==> config.mk <==
export PLATFORM = sky130hd
export DESIGN_NAME = instr_decode_pipe_flat
export DESIGN_NICKNAME = d
export VERILOG_FILES = /design/src/rtl/instr_decode_pipe_pkg.sv /design/src/rtl/instr_decode_pipe_if.sv /design/src/rtl/instr_decode_pipe_comb.sv /design/src/rtl/instr_decode_pipe.sv /design/src/flat_wrapper.sv
export SDC_FILE = /design/constraint.sdc
export NUM_CORES = 1
export LEC_CHECK = 0
export BUFFER_PORTS_ARGS = -buffer_cell sky130_fd_sc_hd__clkbuf_2
export CORE_MARGIN = 8
export CORE_UTILIZATION = 54
export DETAILED_ROUTE_END_ITERATION = 6
export GPL_TIMING_DRIVEN = 0
export HOLD_SLACK_MARGIN = 0.1
export PLACE_DENSITY = 0.84
export SLEW_MARGIN = 20
export SYNTH_ARGS = -nofsm -noshare
export SYNTH_HDL_FRONTEND = slang
export SYNTH_SLANG_ARGS = --single-unit
==> constraint.sdc <==
create_clock -name clk -period 3.4 [get_ports clk]
set_clock_uncertainty 0.15 [all_clocks]
set_input_delay 0.34 -clock clk [delete_from_list [all_inputs] [get_ports clk]]
set_output_delay 0.34 -clock clk [all_outputs]
set_load 0.1 [all_outputs]
==> src/rtl/instr_decode_pipe_pkg.sv <==
// dec_pkg: aluop codes, R opcode / I class ranges and the decoded bundle
// shared by instr_decode_comb and instr_decode_pipe.
package dec_pkg;

  localparam int DEC_IW   = 16;
  localparam int DEC_RW   = 3;
  localparam int DEC_IMMW = 8;
  localparam int DEC_AOPW = 5;
  localparam int DEC_OPCW = DEC_IW - 1 - 2 * DEC_RW;

  localparam logic [4:0] ALU_NOP       = 5'd0;
  localparam logic [4:0] ALU_ADD       = 5'd1;
  localparam logic [4:0] ALU_SUB       = 5'd2;
  localparam logic [4:0] ALU_AND       = 5'd3;
  localparam logic [4:0] ALU_OR        = 5'd4;
  localparam logic [4:0] ALU_XOR       = 5'd5;
  localparam logic [4:0] ALU_NOT       = 5'd6;
  localparam logic [4:0] ALU_MOV       = 5'd7;
  localparam logic [4:0] ALU_SAR       = 5'd8;
  localparam logic [4:0] ALU_SAL       = 5'd9;
  localparam logic [4:0] ALU_SHR       = 5'd10;
  localparam logic [4:0] ALU_SHL       = 5'd11;
  localparam logic [4:0] ALU_ROR       = 5'd12;
  localparam logic [4:0] ALU_ROL       = 5'd13;
  localparam logic [4:0] ALU_CMP       = 5'd14;
  localparam logic [4:0] ALU_TST       = 5'd15;
  localparam logic [4:0] ALU_MUL       = 5'd16;
  localparam logic [4:0] ALU_DIV       = 5'd17;
  localparam logic [4:0] ALU_MOD       = 5'd18;
  localparam logic [4:0] ALU_JZ        = 5'd19;
  localparam logic [4:0] ALU_JNZ       = 5'd20;
  localparam logic [4:0] ALU_JC        = 5'd21;
  localparam logic [4:0] ALU_JNC       = 5'd22;
  localparam logic [4:0] ALU_JN        = 5'd23;
  localparam logic [4:0] ALU_JMP       = 5'd24;
  localparam logic [4:0] ALU_LDI       = 5'd25;
  localparam logic [4:0] ALU_ADDI      = 5'd26;
  localparam logic [4:0] ALU_LD        = 5'd27;
  localparam logic [4:0] ALU_ST        = 5'd28;
  localparam logic [4:0] ALU_OUT       = 5'd29;
  localparam logic [4:0] ALU_SHOWDMSEG = 5'd30;

  localparam logic [DEC_OPCW-1:0] R_NOP = 9'h000;
  localparam logic [DEC_OPCW-1:0] R_NOT = 9'h006;
  localparam logic [DEC_OPCW-1:0] R_MOV = 9'h008;
  localparam logic [DEC_OPCW-1:0] R_TST = 9'h010;
  localparam logic [DEC_OPCW-1:0] R_MUL = 9'h012;
  localparam logic [DEC_OPCW-1:0] R_MOD = 9'h014;

  localparam logic [3:0] I_JZ        = 4'd0;
  localparam logic [3:0] I_JMP       = 4'd5;
  localparam logic [3:0] I_SHOWDMSEG = 4'd11;

  typedef struct packed {
    logic [DEC_RW-1:0]   op1;
    logic [DEC_RW-1:0]   op2;
    logic [DEC_AOPW-1:0] aluop;
    logic [DEC_IMMW-1:0] imm;
    logic                shift;
    logic                jump;
    logic                illegal;
  } dec_bundle_t;

endpackage

==> src/rtl/instr_decode_pipe_if.sv <==
// Fetch-side and ALU-side handshake bundle of instr_decode_pipe.
// slave = decoder; master = fetch/consumer. DEC_PERF_CNT_EN adds counters.
interface instr_decode_pipe_if #(
  parameter int IW   = 16,
  parameter int RW   = 3,
  parameter int IMMW = 8,
  parameter int AOPW = 5
`ifdef DEC_PERF_CNT_EN
  , parameter int CNTW = 16
`endif
);
  logic            in_valid;
  logic            in_ready;
  logic [IW-1:0]   instr;
  logic            flush;
  logic            out_valid;
  logic            out_ready;
  logic [RW-1:0]   op1;
  logic [RW-1:0]   op2;
  logic [AOPW-1:0] aluop;
  logic [IMMW-1:0] immdata;
  logic            shiftflag;
  logic            is_jump;
  logic            illegal;
`ifdef DEC_PERF_CNT_EN
  logic [CNTW-1:0] instr_cnt;
  logic [CNTW-1:0] illegal_cnt;
`endif

  modport slave (
    input  in_valid, instr, flush, out_ready,
    output in_ready, out_valid, op1, op2, aluop,
    output immdata, shiftflag, is_jump, illegal
`ifdef DEC_PERF_CNT_EN
    , output instr_cnt, illegal_cnt
`endif
  );

  modport master (
    output in_valid, instr, flush, out_ready,
    input  in_ready, out_valid, op1, op2, aluop,
    input  immdata, shiftflag, is_jump, illegal
`ifdef DEC_PERF_CNT_EN
    , input instr_cnt, illegal_cnt
`endif
  );

endinterface

==> src/rtl/instr_decode_pipe_comb.sv <==
// instr_decode_comb: pure combinational instr -> dec_bundle_t lookup.
// Ports: instr_i (instruction word), bundle_o (decoded fields).
module instr_decode_comb
  import dec_pkg::*;
#(
  parameter int IW   = 16,
  parameter int RW   = 3,
  parameter int IMMW = 8
) (
  input  logic [IW-1:0] instr_i,
  output dec_bundle_t   bundle_o
);

  logic [DEC_OPCW-1:0] opc;
  logic [3:0]          cls;
  logic [DEC_RW-1:0]   op1;
  logic [DEC_RW-1:0]   op2;
  logic [DEC_IMMW-1:0] imm;
  logic [4:0]          aop;
  logic                bad;

  always_comb begin
    opc      = instr_i[IW-2:2*RW];
    cls      = instr_i[IW-2:IW-5];
    op1      = '0;
    op2      = '0;
    imm      = '0;
    aop      = ALU_NOP;
    bad      = 1'b0;
    bundle_o = '0;
    if (!instr_i[IW-1]) begin
      op1 = instr_i[2*RW-1:RW];
      op2 = instr_i[RW-1:0];
      unique case (1'b1)
        (opc <= R_NOT):
          aop = 5'(opc - R_NOP);
        (opc >= R_MOV && opc <= R_TST):
          aop = ALU_MOV + 5'(opc - R_MOV);
        (opc >= R_MUL && opc <= R_MOD):
          aop = ALU_MUL + 5'(opc - R_MUL);
        default:
          bad = 1'b1;
      endcase
    end else begin
      op1 = instr_i[IW-6 -: RW];
      imm = instr_i[IMMW-1:0];
      if (cls <= I_SHOWDMSEG) begin
        aop = ALU_JZ + 5'(cls - I_JZ);
      end else begin
        bad = 1'b1;
      end
    end
    // Illegal words travel downstream with every field cleared.
    if (bad) begin
      bundle_o.illegal = 1'b1;
    end else begin
      bundle_o.op1   = op1;
      bundle_o.op2   = op2;
      bundle_o.imm   = imm;
      bundle_o.aluop = aop;
      bundle_o.shift = (aop >= ALU_SAR) && (aop <= ALU_ROL);
      bundle_o.jump  = (aop >= ALU_JZ) && (aop <= ALU_JMP);
    end
  end

endmodule

==> src/rtl/instr_decode_pipe.sv <==
// instr_decode_pipe: registered decoder, valid/ready both sides, flush.
// Ports: clk, rst_n (sync, active low), bus (slave); DEC_PERF_CNT_EN adds counters.
module instr_decode_pipe
  import dec_pkg::*;
#(
  parameter int IW   = 16,
  parameter int RW   = 3,
  parameter int IMMW = 8,
  parameter int AOPW = 5
`ifdef DEC_PERF_CNT_EN
  , parameter int CNTW = 16
`endif
) (
  input logic               clk,
  input logic               rst_n,
  instr_decode_pipe_if.slave bus
);

  dec_bundle_t dec;
  dec_bundle_t bun_q;
  dec_bundle_t bun_d;
  logic        valid_q;
  logic        valid_d;
  logic        in_ready;
  logic        accept;

  instr_decode_comb #(
    .IW   (IW),
    .RW   (RW),
    .IMMW (IMMW)
  ) u_comb (
    .instr_i  (bus.instr),
    .bundle_o (dec)
  );

  assign in_ready = !valid_q || bus.out_ready;
  assign accept   = bus.in_valid && in_ready;

  // Flush beats accept; a held bundle stays untouched under back-pressure.
  always_comb begin
    valid_d = valid_q;
    bun_d   = bun_q;
    if (bus.flush) begin
      valid_d = 1'b0;
    end else if (accept) begin
      valid_d = 1'b1;
      bun_d   = dec;
    end else if (bus.out_ready) begin
      valid_d = 1'b0;
    end
  end

`ifdef DEC_PERF_CNT_EN
  logic [CNTW-1:0] icnt_q;
  logic [CNTW-1:0] icnt_d;
  logic [CNTW-1:0] lcnt_q;
  logic [CNTW-1:0] lcnt_d;

  always_comb begin
    icnt_d = icnt_q;
    lcnt_d = lcnt_q;
    if (accept && !bus.flush) begin
      if (icnt_q != '1) begin
        icnt_d = icnt_q + CNTW'(1);
      end
      if (dec.illegal && lcnt_q != '1) begin
        lcnt_d = lcnt_q + CNTW'(1);
      end
    end
  end

  assign bus.instr_cnt   = icnt_q;
  assign bus.illegal_cnt = lcnt_q;
`endif

  always_ff @(posedge clk) begin
    if (!rst_n) begin
      valid_q <= 1'b0;
      bun_q   <= '0;
`ifdef DEC_PERF_CNT_EN
      icnt_q  <= '0;
      lcnt_q  <= '0;
`endif
    end else begin
      valid_q <= valid_d;
      bun_q   <= bun_d;
`ifdef DEC_PERF_CNT_EN
      icnt_q  <= icnt_d;
      lcnt_q  <= lcnt_d;
`endif
    end
  end

  assign bus.in_ready  = in_ready;
  assign bus.out_valid = valid_q;
  assign bus.op1       = RW'(bun_q.op1);
  assign bus.op2       = RW'(bun_q.op2);
  assign bus.aluop     = AOPW'(bun_q.aluop);
  assign bus.immdata   = IMMW'(bun_q.imm);
  assign bus.shiftflag = bun_q.shift;
  assign bus.is_jump   = bun_q.jump;
  assign bus.illegal   = bun_q.illegal;

endmodule

==> src/flat_wrapper.sv <==
// flat-port wrapper written by rule: the top's interface ports become plain ports
module instr_decode_pipe_flat import dec_pkg::*;
#(
  parameter int IW   = 16,
  parameter int RW   = 3,
  parameter int IMMW = 8,
  parameter int AOPW = 5

)
  (clk, rst_n, bus_in_valid, bus_instr, bus_flush, bus_out_ready, bus_in_ready, bus_out_valid, bus_op1, bus_op2, bus_aluop, bus_immdata, bus_shiftflag, bus_is_jump, bus_illegal);
  instr_decode_pipe_if #(.IW(IW), .RW(RW), .IMMW(IMMW), .AOPW(AOPW)) bus_i ();
  input logic clk;
  input logic rst_n;
  input wire logic [$bits(bus_i.in_valid)-1:0] bus_in_valid;
  input wire logic [$bits(bus_i.instr)-1:0] bus_instr;
  input wire logic [$bits(bus_i.flush)-1:0] bus_flush;
  input wire logic [$bits(bus_i.out_ready)-1:0] bus_out_ready;
  output wire logic [$bits(bus_i.in_ready)-1:0] bus_in_ready;
  output wire logic [$bits(bus_i.out_valid)-1:0] bus_out_valid;
  output wire logic [$bits(bus_i.op1)-1:0] bus_op1;
  output wire logic [$bits(bus_i.op2)-1:0] bus_op2;
  output wire logic [$bits(bus_i.aluop)-1:0] bus_aluop;
  output wire logic [$bits(bus_i.immdata)-1:0] bus_immdata;
  output wire logic [$bits(bus_i.shiftflag)-1:0] bus_shiftflag;
  output wire logic [$bits(bus_i.is_jump)-1:0] bus_is_jump;
  output wire logic [$bits(bus_i.illegal)-1:0] bus_illegal;
  assign bus_i.in_valid = bus_in_valid;
  assign bus_i.instr = bus_instr;
  assign bus_i.flush = bus_flush;
  assign bus_i.out_ready = bus_out_ready;
  assign bus_in_ready = bus_i.in_ready;
  assign bus_out_valid = bus_i.out_valid;
  assign bus_op1 = bus_i.op1;
  assign bus_op2 = bus_i.op2;
  assign bus_aluop = bus_i.aluop;
  assign bus_immdata = bus_i.immdata;
  assign bus_shiftflag = bus_i.shiftflag;
  assign bus_is_jump = bus_i.is_jump;
  assign bus_illegal = bus_i.illegal;
  instr_decode_pipe #(.IW(IW), .RW(RW), .IMMW(IMMW), .AOPW(AOPW)) u_core (.clk(clk), .rst_n(rst_n), .bus(bus_i));
endmodule
==> impl_summary.md, run 1 <==
Critical path
Along the worst path, the maximum fanout reaches 9. The classification of the worst setup path is in -> reg. The startpoint identified for the worst register-to-register timing path is u_core.bus.out_valid.

The kind of launch point of the worst setup path is an input port. Across all register-to-register paths, the minimum setup slack is between 1 and 1.5 ns. STA classifies the critical path endpoint as a flop. The most critical setup path has its endpoint at u_core.bus.immdata[2]. The data arrival time of the critical path is 2.50 ns. The endpoint identified for the worst register-to-register timing path is u_core.bus.immdata[2]. Measured in cells, the most critical reg-to-reg path has a length of 6. Tracing the worst setup path back leads to its startpoint at bus_flush.

The required time of the critical path is between 3 and 4 ns.

CTS
The number of post-CTS setup repair buffers is 0. The clock passes through at most 2 buffers. The count of hold buffers inserted by post-cts repair is 1. The post-cts resize count is 0. CTS placed an instance of sky130_fd_sc_hd__clkbuf_4 at the clock tree root. After clock tree synthesis, the clock-pin slew on the worst setup and hold paths is between 0.1 and 0.15 ns. At the later pin of the worst-skew pair, clock insertion delay measures approximately 0.32 ns. Counting every sink on the clock net gives 23. The clock tree from TritonCTS is built. The number of clock buffers added by TritonCTS is 3. The H-tree depth reported by CTS is 1.

Floorplanning
For this design the top-level I/O count stands at 45. The effective utilization at floorplan is a little under three fifths. In this run the standard cell core region covers 2455 um2. In this run the core area contains 18 standard-cell rows. The die height is 66.81 um.

The area of the die is 4463 um2. The die width is between 60 and 70 um.

Finish
The area added between synthesis and finish is 20.83%. Cells with a size suffix above 1 make up 26.73% of the layout. The number of fill cells is approximately 220. The net count of the finished layout is between 200 and 250. The diode insertion count for antenna repair is 0.

Power and ir drop
The share of total power dissipated in the clock network is 21.0%. In this run, flip-flops and latches consume 47.4% of the power. Dividing total power by cell area gives a power density of approximately 360 nW/um2. IR analysis of the VDD net gives a maximum drop of ~0.3 mV.

The total internal power is ~0.37 mW. The combinational fraction of design power is between 30% and 40%. The leakage component of the power is around 0.74 nW. Power comes to ~0.6 mW. Net switching is about two fifths of the power. The net switching power is roughly 0.23 mW.

GRT
The total global routing overflow is 0. The via count of the first global-routing pass is ~1,400. The initial antenna violation count is 0. The total global-route track usage is between 15 and 20%. Entering global routing, the biggest net connects 14 pins.

The global-route wire length before repair is roughly 6.4 mm.

STA
The final count of hold timing violations is 0. The worst path needs around 2.4 ns of the cycle, external delays included. Setup violations remaining at the end of the flow were counted as 0. Setup repair after global routing left no endpoint under its margin. The tightest slew margin relative to the limit is 38.81%. The final number of max-transition violations came to 0. The post-route clock period utilization is a little under three quarters. The transition time at the pin with the least slew margin is between 0.9 and 1 ns. The final total negative setup slack is 0 ns. The peak clock frequency supported by timing is about 0.41 GHz.

Hold path
The kind of path behind the tightest hold check is in -> reg.

Run
The max-cap check violation count is 0.

Drt
In this run, the number of DRC markers left after iteration 0 of detailed routing was 110. The iteration count of the initial detailed-routing pass is 4. In this run the remaining antenna-violating nets after routing total 0.

For this run, design rule violations remaining after detail routing come to 0. Dividing the detail-routed wire length by the instance count gives between 15 and 20 um. The post-detailed-route via-to-cell ratio is 5.935. The total wire length after detailed routing is slightly below 4 mm.

The vias after detailed routing is 1,466.

Logic synthesis
The number of instances in the synthesized netlist is 169. The number of different library cells in the post-synthesis netlist is 44. The share of flip-flops with an asynchronous set or reset after synthesis is 0%. The mapped cell area is between 1000 and 1500 um2. Counting flops and latches in the post-synthesis netlist gives 23.

The synthesized area per cell is about 8.2 um2. Counting every net in the synthesized netlist gives a little under 200. The synthesized design contains 0 enable-type register cells. The number of warnings printed during yosys synthesis is 0. The share of the yosys chip area belonging to registers is between 30% and 40%. The most used flip-flop cell after synthesis is sky130_fd_sc_hd__dfxtp_1.

Placement
Input and output buffers added on the ports amount to 43. The post-detailed-placement half-perimeter wirelength is just over 3 mm. The final weighted congestion in routability-driven placement is 0.8614.

Outcome
The run finished with clean final reports.
==> cells in the final DEF (no fill, tap or decap), types with 5 or more instances in the layout <==
cell	n
sky130_fd_sc_hd__clkbuf_1	5
sky130_fd_sc_hd__nand2_1	15
sky130_fd_sc_hd__a22oi_1	8
sky130_fd_sc_hd__a21oi_1	9
sky130_fd_sc_hd__o21ai_0	5
sky130_fd_sc_hd__nor2_1	23
sky130_fd_sc_hd__dfxtp_1	23
sky130_fd_sc_hd__clkbuf_2	43
sky130_fd_sc_hd__ha_1	8
sky130_fd_sc_hd__inv_1	12
sky130_fd_sc_hd__nor3_1	7
sky130_fd_sc_hd__nand3_1	5
==> final cells by class <==
type | count | area, um2 | area share [%]
plain buffers | 6 | 30.03 | 1.783
clock buffers | 3 | 22.52 | 1.337
clock inverters | 1 | 5.005 | 0.2972
inverters | 12 | 45.04 | 2.675
multi-input cells | 128 | 858.3 | 50.97
flip-flops and latches | 23 | 460.4 | 27.34
well taps | 30 | 37.54 | 2.229
repair buffers | 44 | 225.2 | 13.37
==> synth_stat cells, types with 3 or more instances <==
master	instances	area, um2
sky130_fd_sc_hd__a21oi_1	9	45.04
sky130_fd_sc_hd__inv_1	12	45.04
sky130_fd_sc_hd__nor3_1	7	35.03
sky130_fd_sc_hd__a22oi_1	8	60.06
sky130_fd_sc_hd__mux2i_1	3	30.03
sky130_fd_sc_hd__ha_1	8	100.1
sky130_fd_sc_hd__o21ai_0	5	25.02
sky130_fd_sc_hd__clkbuf_1	5	18.77
sky130_fd_sc_hd__o21a_1	3	22.52
sky130_fd_sc_hd__dfxtp_1	23	460.4
sky130_fd_sc_hd__nand4_1	3	18.77
sky130_fd_sc_hd__o211ai_1	3	22.52
sky130_fd_sc_hd__nand2_1	15	56.30
sky130_fd_sc_hd__nand3_1	5	25.02
sky130_fd_sc_hd__nor2_1	23	86.33
==> worst max-delay path, stage by stage <==
cell and delay, ns:
sky130_fd_sc_hd__dlygate4sd3_1 0.54, sky130_fd_sc_hd__clkbuf_2 0.14, sky130_fd_sc_hd__nand3b_1 0.36, sky130_fd_sc_hd__nor3_1 0.84, sky130_fd_sc_hd__a22oi_1 0.15, sky130_fd_sc_hd__nor2_1 0.14
==> flip-flops by register name, summed over array words and instances (netlist names) <==
| signal | cells |
|---|---|
| u_core.bus.immdata | 8 |
| u_core.bus.is_jump | 1 |
| u_core.bus.illegal | 1 |
| u_core.bus.op2 | 3 |
| u_core.bus.aluop | 5 |
| u_core.bus.out_valid | 1 |
| u_core.bus.shiftflag | 1 |
| u_core.bus.op1 | 3 |
==> power groups by stage <==
stage                     registers (mW)  logic [mW]  clock network [mW]
after floorplan                    0.363      0.0693                   0
after global placement             0.290       0.186                   0
after detailed placement           0.291       0.189                   0
after CTS                          0.285       0.190               0.129
after global routing               0.286       0.203               0.142
final                              0.285       0.190               0.126
==> routing by layer <==
metal	wire [um]	vias up	GRT usage [%]	share of wire (%)
met5	0	-	0	0
met4	15	0	5.067	0.39
met3	250	2	4.027	6.5
met2	1914	55	31.18	49
met1	1691	692	20.87	44
li1	-	717	-	-
==> metrics by stage <==
step,util [%],hold slack (ns),setup slack [ns],instances,cell area [um2]
2_1_floorplan,-,0.2693,0.4452,169,1394
3_3_place_gp,67.07,0.2899,0.8406,242,1647
3_5_place_dp,67.07,0.3019,0.8186,242,1647
4_1_cts,68.60,0.1115,0.9555,247,1684
5_1_grt,68.60,0.1083,0.7596,247,1684
6_report,68.60,0.1151,0.9875,247,1684
==> kinds of logic (layout without fill, tap and decap cells) <==
family / after synthesis / after routing / share of synthesized area (%)
AOI/OAI and AO/OA: 51 / 51 / 27.74
adders and majority gates: 8 / 8 / 7.182
buffers and inverters: 18 / 66 / 5.386
DFF: 23 / 23 / 33.03
muxes: 4 / 4 / 2.962
and+or+nand+nor: 65 / 65 / 23.70
==> how the worst min path moves through the flow <==
stage	from	endpoint	slack, ns	cells after the start
floorplan	bus_flush	u_core.bus.out_valid	0.27	1
global placement	u_core.bus.op2[1]	u_core.bus.op2[1]	0.29	2
detailed placement	u_core.bus.op2[2]	u_core.bus.op2[2]	0.30	2
CTS	bus_instr[0]	u_core.bus.op2[0]	0.11	3
global route	bus_instr[2]	u_core.bus.op2[2]	0.11	3
finish	bus_instr[1]	u_core.bus.op2[1]	0.12	3
Power figures use the tool's default switching activity.
==> run 2, diff against run 1 <==
--- a/config.mk
+++ b/config.mk
@@ -7,11 +7,11 @@
 export LEC_CHECK = 0
 export BUFFER_PORTS_ARGS = -buffer_cell sky130_fd_sc_hd__clkbuf_2
 export CORE_MARGIN = 8
-export CORE_UTILIZATION = 54
+export CORE_UTILIZATION = 45
 export DETAILED_ROUTE_END_ITERATION = 6
 export GPL_TIMING_DRIVEN = 0
 export HOLD_SLACK_MARGIN = 0.1
-export PLACE_DENSITY = 0.84
+export PLACE_DENSITY = 0.75
 export SLEW_MARGIN = 20
 export SYNTH_ARGS = -nofsm -noshare
 export SYNTH_HDL_FRONTEND = slang
==> constraint.sdc (replaced) <==
create_clock -name clk -period 2.05 [get_ports clk]
set_clock_uncertainty 0.15 [all_clocks]
set_input_delay 0.205 -clock clk [delete_from_list [all_inputs] [get_ports clk]]
set_output_delay 0.205 -clock clk [all_outputs]
set_load 0.1 [all_outputs]
==> run 2 against run 1 <==
Compared with the run above:
- global-route usage fell by 2.1 points
- final area is 13% higher
- final cell count rose by 6.5%
- utilization down 5.3 points
- highest routed layer unchanged
- count of clock-buffer cells in the layout did not move
==> impl_summary.md, run 2 (synthesis gave the netlist of run 1 again) <==
CTS
The number of clock sinks is 23 (unchanged). In this run the clock root is driven by a sky130_fd_sc_hd__clkbuf_4. The clock transition at the registers of the reported paths is 0.11 ns (-0.03 ns). The insertion delay of the later-clocked pin in the worst-skew pair was 0.31 ns (about the same).

The H-tree depth reported by CTS is 1 (unchanged). The clock tree from TritonCTS is built. The maximum buffer depth of the clock tree is 2 (unchanged). The CTS buffer count is 3 (unchanged).

Placement
The total cell area at the placement stage was 1679 um2 (+2.0%). The number of cells after detailed placement is 245 (+1.2%). The final weighted congestion in routability-driven placement is 0.9491 (+10%). The count of port buffers added during placement is 43 (unchanged). The post-detailed-placement half-perimeter wirelength came to 2.970 mm (-4.4%). The setup slack after placement is -0.3888 ns (-1.207 ns).

Finish
The area added between synthesis and finish is 36.44%. The area of the multi-input gates came to 925.9 um2 (+7.9%). The library cell used most frequently in the layout, excluding fill and tap cells, is sky130_fd_sc_hd__clkbuf_2. The number of fill cells is 268 (+22%). The flip-flop count of the largest register after layout is 8 (unchanged). In the layout the commonest cells are sky130_fd_sc_hd__clkbuf_2 (44), sky130_fd_sc_hd__nor2_1 (23), sky130_fd_sc_hd__dfxtp_1 (22). The final design instance area without fill is 1902 um2 (+13%). The final core utilization came to 63.33% (-5.3 points). The final net count came to 260 (+5.3%). The share of final-layout standard cells stronger than drive strength 1 is 32.17% (+5.4 points). The area occupied by registers is 464.2 um2 (+0.82%).

The diode insertion count for antenna repair is 0 (unchanged). The final instance count without filler cells is 263 (+6.5%).

Drt
The residual antenna-violating net count after detailed routing is 0 (unchanged). The total wire length after detailed routing came to 4.070 mm (+5.1%). The per-cell routed wire length is 15.48 um (-1.3%). The post-detailed-route via-to-cell ratio is 5.764 (-2.9%).

The vias after detailed routing is 1,516 (+3.4%). The DRC violation count after routing is 0 (unchanged). The iteration count of the initial detailed-routing pass is 4 (unchanged). The starting DRC count in detailed routing is 38 (-65%).

Power and ir drop
The net switching power was 0.3951 mW (+71%). The power density of the placed cells is 542.2 nW/um2 (+52%). The leakage component of the power was 0.8153 nW (+10%). The combinational fraction of design power is 34.2% (+2.5 points).

The sequential group share of total power was 45.7% (-1.7 points). The total internal power is 0.6361 mW (+72%). The clock group share of total power was 20.1% (-0.9 points). The proportion of total power due to net switching was 38.31% (-0.16 points). The worst IR drop on VDD is 0.4383 mV (+46%).

Critical path
The worst setup slack for register-to-register paths is 0.24 ns (-0.96 ns). The data arrival time of the critical path is 2.03 ns (-0.47 ns). The worst setup path is captured at a flop. The kind of launch point of the worst setup path is an input port. The required time of the critical path is 2.09 ns (-1.40 ns). Walking the worst path, the cells encountered are clkbuf_2 -> inv_1 -> ha_1 -> nor3b_4 -> buf_6 -> a32oi_4 -> nor2_4 -> o41ai_4 -> buf_4 -> nor3_2 -> a21oi_1 -> nor2_1. The slowest stage of the critical path belongs to the cell sky130_fd_sc_hd__o41ai_4.

The largest driver fanout on the critical path came to 9 (unchanged). The critical path's largest stage delay came to 0.33 ns (-0.51 ns). The classification of the worst setup path is in -> reg.

STA
The clock period minus worst slack is around 2.0 ns. The final count of hold timing violations is 0 (unchanged). The number of setup violations in the final report is 0 (unchanged). The transition time at the pin with the least slew margin was 0.5826 ns (-0.3283 ns). The post-layout worst setup margin is 0.05692 ns (-0.9305 ns). The worst hold slack across all endpoints is 0.1567 ns (+0.04162 ns). The tightest slew margin relative to the limit was 60.99% (+22 points). Timing would allow up to 0.5017 GHz. Dividing the final minimum period by the clock period gives 97.22%. The final number of max-transition violations is 0 (unchanged).

Outcome
The run finished with clean final reports.

GRT
The global-route wire length before repair is 6.699 mm (+5.3%). The total global-route track usage is 15.64% (-2.1 points). The total global routing overflow is 0 (unchanged).

The global-route met3 utilization was 4.184% (+0.16 points). The via count of the first global-routing pass came to 1,511 (+6.3%). The global-route track usage on met1 came to 18.80% (-2.1 points). The most congested layer reported by global routing is met2. The met2 capacity usage during global routing is 25.71% (-5.5 points).

The initial antenna violation count is 0 (unchanged). The pin count of the biggest net entering global routing is 14 (unchanged).

Hold path
The path class of the tightest hold or removal check is in -> reg.

Run
The max-cap check violation count is 0 (unchanged).

Floorplanning
The area of the die is 5134 um2 (+15%). The die width is 71.66 um (+7.3%). The die height came to 71.66 um (+7.3%). The effective utilization at floorplan is 46.42% (-10 points). The core area came to 3003 um2 (+22%).

The I/O pin total is 45 (unchanged). The floorplan row count is 20 (+2).
## run 2: changes by cell type in the layout (fill, tap and decap cells not counted), sizes merged
| cell | before | now |
|---|---|---|
| clkinvlp | 0 | 1 |
| buf | 1 | 5 |
| dlygate4sd3 | 1 | 10 |
| inv | 12 | 11 |
## run 2: repair_timing
item,4_1_cts,5_1_grt
gates resized for setup,3,11
setup buffers,0,4
setup endpoints to repair,13,19
endpoints found under the hold margin,12,0
gates cloned,0,0
hold buffers,10,0
pin swaps,0,4
## run 2: power groups by stage
stage	logic, mW	registers (mW)	clock network, mW
floorplan	0.119	0.602	0
global placement	0.316	0.481	0
detailed placement	0.318	0.482	0
CTS	0.336	0.472	0.210
global route	0.375	0.474	0.238
finish	0.352	0.472	0.207
## run 2: routing by layer
layer / wire length (um) / up-vias / share of wire [%]
met1: 1820 / 707 / 45
met5: 0 / - / 0
met2: 1915 / 51 / 47
met4: 68 / 0 / 1.7
met3: 266 / 9 / 6.5
li1: - / 749 / -
## run 2: worst max-delay path: cells and delay by family
family | cells | cell delay, ns
simple gates | 4 | 0.35
fa+ha+maj | 1 | 0.22
compound gates | 3 | 0.72
buf+inv | 4 | 0.55
## run 2: per-stage QoR
step	setup TNS (ns)	power, mW
3_3_place_gp	-4.902	0.7970
5_1_grt	-0.01803	1.087
3_5_place_dp	-5.525	0.7993
2_1_floorplan	-4.584	0.7204
4_1_cts	0	1.018
6_report	0	1.031
## run 2: cell type report
| class | count | area share (%) |
|---|---|---|
| multi-input combinational | 128 | 48.68 |
| sequential | 23 | 24.41 |
| timing repair buffer | 57 | 18.36 |
| inverter | 12 | 2.566 |
| buffer | 6 | 2.368 |
| tap | 33 | 2.171 |
| clock buffer | 3 | 1.184 |
| clock inverter | 1 | 0.2632 |
## run 2: worst paths after layout
kind / from / endpoint / cells past startpoint
setup reg to reg: u_core.bus.out_valid / u_core.bus.immdata[2] / 6
hold / removal: bus_instr[6] / u_core.bus.immdata[6] / 3
hold reg to reg: u_core.bus.op2[1] / u_core.bus.op2[1] / 2
setup / recovery: bus_instr[11] / u_core.bus.op1[0] / 12
==> run 3, diff against run 2 <==
--- a/config.mk
+++ b/config.mk
@@ -5,9 +5,10 @@
 export SDC_FILE = /design/constraint.sdc
 export NUM_CORES = 1
 export LEC_CHECK = 0
+export ABC_AREA = 1
 export BUFFER_PORTS_ARGS = -buffer_cell sky130_fd_sc_hd__clkbuf_2
 export CORE_MARGIN = 8
-export CORE_UTILIZATION = 45
+export CORE_UTILIZATION = 46
 export DETAILED_ROUTE_END_ITERATION = 6
 export GPL_TIMING_DRIVEN = 0
 export HOLD_SLACK_MARGIN = 0.1
==> run 3 against run 2 <==
Compared with the run above:
- via count rose by 4.7%
- first-iteration DRC count grew to 2.8 times the previous value
- non-clock buffer count is 3 lower
- count of clock-buffer cells in the layout grew 1
- global-route usage fell by 0.80 points
- die area is 5.7% higher
- final cell count grew 27%
- critical endpoint is now u_core.bus.immdata[6]
- largest power group unchanged
- highest routed layer unchanged
==> impl_summary.md, run 3 <==
CTS
TritonCTS built the clock tree. The CTS buffer count was 3 (unchanged). The post-cts resize count is 0 (-3).

The maximum buffer depth of the clock tree was 2 (unchanged). The insertion delay of the later-clocked pin in the worst-skew pair was 0.31 ns (about the same). The H-tree depth reported by CTS is 1 (unchanged). The CTS root buffer is sky130_fd_sc_hd__clkbuf_4.

The number of clock sinks was 23 (unchanged). The clock transition at the registers of the reported paths came to 0.12 ns (about the same).

STA
The final number of max-transition violations came to 0 (unchanged). The number of setup violations in the final report came to 0 (unchanged). The tightest slew margin relative to the limit is 63.10% (+2.1 points).

The peak clock frequency supported by timing is 0.5508 GHz (+9.8%). The post-layout worst setup margin was 0.2344 ns (+0.1775 ns). Setup repair after global routing left no endpoint under its margin. The clock period minus worst slack was 1.816 ns (-0.1775 ns).

The final total negative setup slack is 0 ns (unchanged). The post-route clock period utilization was 88.57% (-8.7 points). The final count of hold timing violations is 0 (unchanged).

The transition time at the pin with the least slew margin is 0.5558 ns (-0.02671 ns).

Finish
The flip-flop count of the largest register after layout is 8 (unchanged). The area growth from synthesis to layout is 27.15%. The diode insertion count for antenna repair is 0 (unchanged).

The area of the multi-input gates is 938.4 um2 (+1.4%). The library cell used most frequently in the layout, excluding fill and tap cells, is sky130_fd_sc_hd__nand2_1. The top cell types in the final layout, fill and taps aside, are sky130_fd_sc_hd__nand2_1 (65), sky130_fd_sc_hd__clkbuf_2 (44), sky130_fd_sc_hd__a21oi_1 (22), sky130_fd_sc_hd__dfxtp_1 (22), sky130_fd_sc_hd__inv_1 (20). The number of fill cells is 326 (+22%).

The final net count came to 318 (+22%). The area occupied by registers is 461.7 um2 (-0.54%). The final instance count without filler cells came to 334 (+27%). The share of final-layout standard cells stronger than drive strength 1 is 28.13% (-4.0 points).

Logic synthesis
In the post-synthesis netlist, the cell with the most instances is sky130_fd_sc_hd__nand2_1. Summed over all instances, the cell type with the most area after synthesis is sky130_fd_sc_hd__dfxtp_1. The share of flip-flops with an asynchronous set or reset after synthesis is 0% (unchanged). The number of warnings printed during yosys synthesis came to 0 (unchanged). Counting instances in the post-synthesis netlist gives the leading cell types as sky130_fd_sc_hd__nand2_1 (65), sky130_fd_sc_hd__dfxtp_1 (23), sky130_fd_sc_hd__a21oi_1 (22).

The count of flip-flops with a built-in enable after synthesis came to 0 (unchanged). The mapped cell area is 1530 um2 (+9.8%). The synthesized area per cell is 6.682 um2 (-19%). The share of the yosys chip area belonging to registers is 30.09% (-2.9 points).

The dominant register cell in the synthesized netlist is sky130_fd_sc_hd__dfxtp_1. The number of different library cells in the post-synthesis netlist is 31 (-30%). The total of flip-flops plus latches after synthesis is 23 (unchanged). The net count of the mapped netlist is 258 (+30%). Yosys attributes the largest share of cell area to sky130_fd_sc_hd__dfxtp_1 (30%), sky130_fd_sc_hd__nand2_1 (16%), sky130_fd_sc_hd__a21oi_1 (7.2%). The top cell type's share of synthesized area was 30.09% (-2.9 points). The number of instances in the synthesized netlist is 229 (+36%).

Power and ir drop
The leakage component of the power is 0.9259 nW (+14%). The power density of the placed cells was 518.3 nW/um2 (-4.4%). The worst IR drop on VDD is 0.3720 mV (-15%).

The total power after layout came to 1.008 mW (-2.2%).

Placement
The count of port buffers added during placement is 44 (+2.3%). The post-detailed-placement half-perimeter wirelength was 3.083 mm (+3.8%). The setup slack after placement is -0.02917 ns (+0.3597 ns). The final weighted congestion in routability-driven placement is 0.9406 (-0.90%). The number of cells after detailed placement came to 319 (+30%).

GRT
The global-route wire length before repair is 6.444 mm (-3.8%). The pin count of the biggest net entering global routing is 13 (-1). The total global routing overflow is 0 (unchanged).

The initial antenna violation count came to 0 (unchanged). The total global-route track usage is 14.85% (-0.80 points). The via count of the first global-routing pass was 1,456 (-3.6%).

Critical path
The required time of the critical path is 2.10 ns (about the same). The buffer and inverter count on the worst path is 4 (unchanged). The classification of the worst setup path is in -> reg.

The data arrival time of the critical path is 1.87 ns (-0.16 ns). The worst flop-to-flop path startpoint is u_core.bus.out_valid. The largest driver fanout on the critical path is 10 (+1).

The largest individual stage delay along the critical path comes from the cell sky130_fd_sc_hd__dlygate4sd3_1. STA classifies the critical path startpoint as an input port. Walking the worst path, the cells encountered are dlygate4sd3_1 -> clkbuf_2 -> nor3_4 -> inv_1 -> clkbuf_1 -> a22oi_1 -> nor2_1. The critical path's largest stage delay was 0.53 ns (+0.20 ns). The most critical setup path has its startpoint at bus_flush. The top cell family by delay on the critical path is buffers and inverters. STA classifies the critical path endpoint as a flop.

Drt
The starting DRC count in detailed routing is 105 (+180%). The vias after detailed routing is 1,588 (+4.7%). The residual antenna-violating net count after detailed routing is 0 (unchanged).

The post-detailed-route via-to-cell ratio came to 4.754 (-18%). The DRC violation count after routing is 0 (unchanged). The total wire length after detailed routing is 3.915 mm (-3.8%). The per-cell routed wire length came to 11.72 um (-24%). The iteration count of the initial detailed-routing pass is 4 (unchanged).

Floorplanning
The core area is 3258 um2 (+8.5%). The floorplan row count came to 21 (+5.0%). The die width is 73.68 um (+2.8%).

The I/O pin total is 45 (unchanged). The area of the die is 5428 um2 (+5.7%). The die height is 73.68 um (+2.8%). The effective utilization at floorplan was 46.97% (+0.55 points).

Run
The max-cap check violation count came to 0 (unchanged).

Hold path
The startpoint identified for the worst hold timing path is bus_instr[7]. The tightest min-delay check is of the in -> reg type.

Outcome
The flow ran to the end, and the final reports show no timing, DRC or antenna violations.
## run 3: cell types whose count changed in the layout (fill, tap and decap cells not counted), moves of 6 or more
| cell | delta |
|---|---|
| sky130_fd_sc_hd__a21oi_1 | +13 |
| sky130_fd_sc_hd__a22oi_1 | -6 |
| sky130_fd_sc_hd__inv_1 | +9 |
| sky130_fd_sc_hd__inv_2 | +7 |
| sky130_fd_sc_hd__nand2_1 | +51 |
| sky130_fd_sc_hd__nand3_1 | +11 |
| sky130_fd_sc_hd__nor2_2 | +6 |
## run 3: where the power goes
group	leakage [nW]	internal, mW	switching [mW]
Clock	0.0150	0.0761	0.129
Sequential	0.187	0.462	0.00701
Combinational	0.724	0.0887	0.246
## run 3: final timing paths
kind,cells past startpoint,endpoint,slack (ns)
worst max-delay path,7,u_core.bus.immdata[6],0.23
worst max register to register,7,u_core.bus.immdata[6],0.40
worst min-delay path,3,u_core.bus.immdata[7],0.11
worst min register to register,2,u_core.bus.immdata[4],0.32
## run 3: metrics by stage
step	hold slack [ns]	util [%]	area (um2)
6_report	0.1124	59.72	1946
3_3_place_gp	0.2767	55.53	1809
5_1_grt	0.1095	59.72	1946
3_5_place_dp	0.2815	55.53	1809
4_1_cts	0.1096	59.72	1946
2_1_floorplan	0.1260	-	1531
## run 3: cells by family (layout without fill, tap and decap cells)
group | after synthesis | in the layout | synth area share, %
and+or+nand+nor | 120 | 120 | 36.55
AOI/OAI and AO/OA | 41 | 41 | 16.52
buffers and inverters | 34 | 93 | 8.585
DFF | 23 | 23 | 30.09
adders and majority gates | 8 | 8 | 6.542
xor gates and xnor gates | 3 | 3 | 1.717
## run 3: worst reg2reg max path, cell delays in order (launching register included)
cell	delay, ns
sky130_fd_sc_hd__dfxtp_2	0.33
sky130_fd_sc_hd__inv_1	0.04
sky130_fd_sc_hd__nor2_1	0.06
sky130_fd_sc_hd__nor3_4	0.27
sky130_fd_sc_hd__inv_1	0.15
sky130_fd_sc_hd__clkbuf_1	0.25
sky130_fd_sc_hd__a22oi_1	0.23
sky130_fd_sc_hd__nor2_1	0.05
## run 3: per-layer routing
layer  up-vias  wire, um  GRT usage (%)
met4         0        40          3.769
met1       692      1709          18.18
met3         4       233          3.274
met5         -         0              0
li1        853         -              -
met2        39      1933          25.30
## run 3: final cells by class
| class | count | share of cell area [%] |
|---|---|---|
| multi-input combinational | 172 | 48.23 |
| sequential | 23 | 23.73 |
| timing repair buffer | 55 | 16.98 |
| inverter | 29 | 5.723 |
| tap | 46 | 2.958 |
| clock buffer | 4 | 1.350 |
| buffer | 5 | 1.029 |
## run 3: timing repair
| action | in CTS | in global routing |
|---|---|---|
| hold buffers | 11 | 0 |
| buffers inserted | 0 | 0 |
| hold endpoints to repair | 19 | 0 |
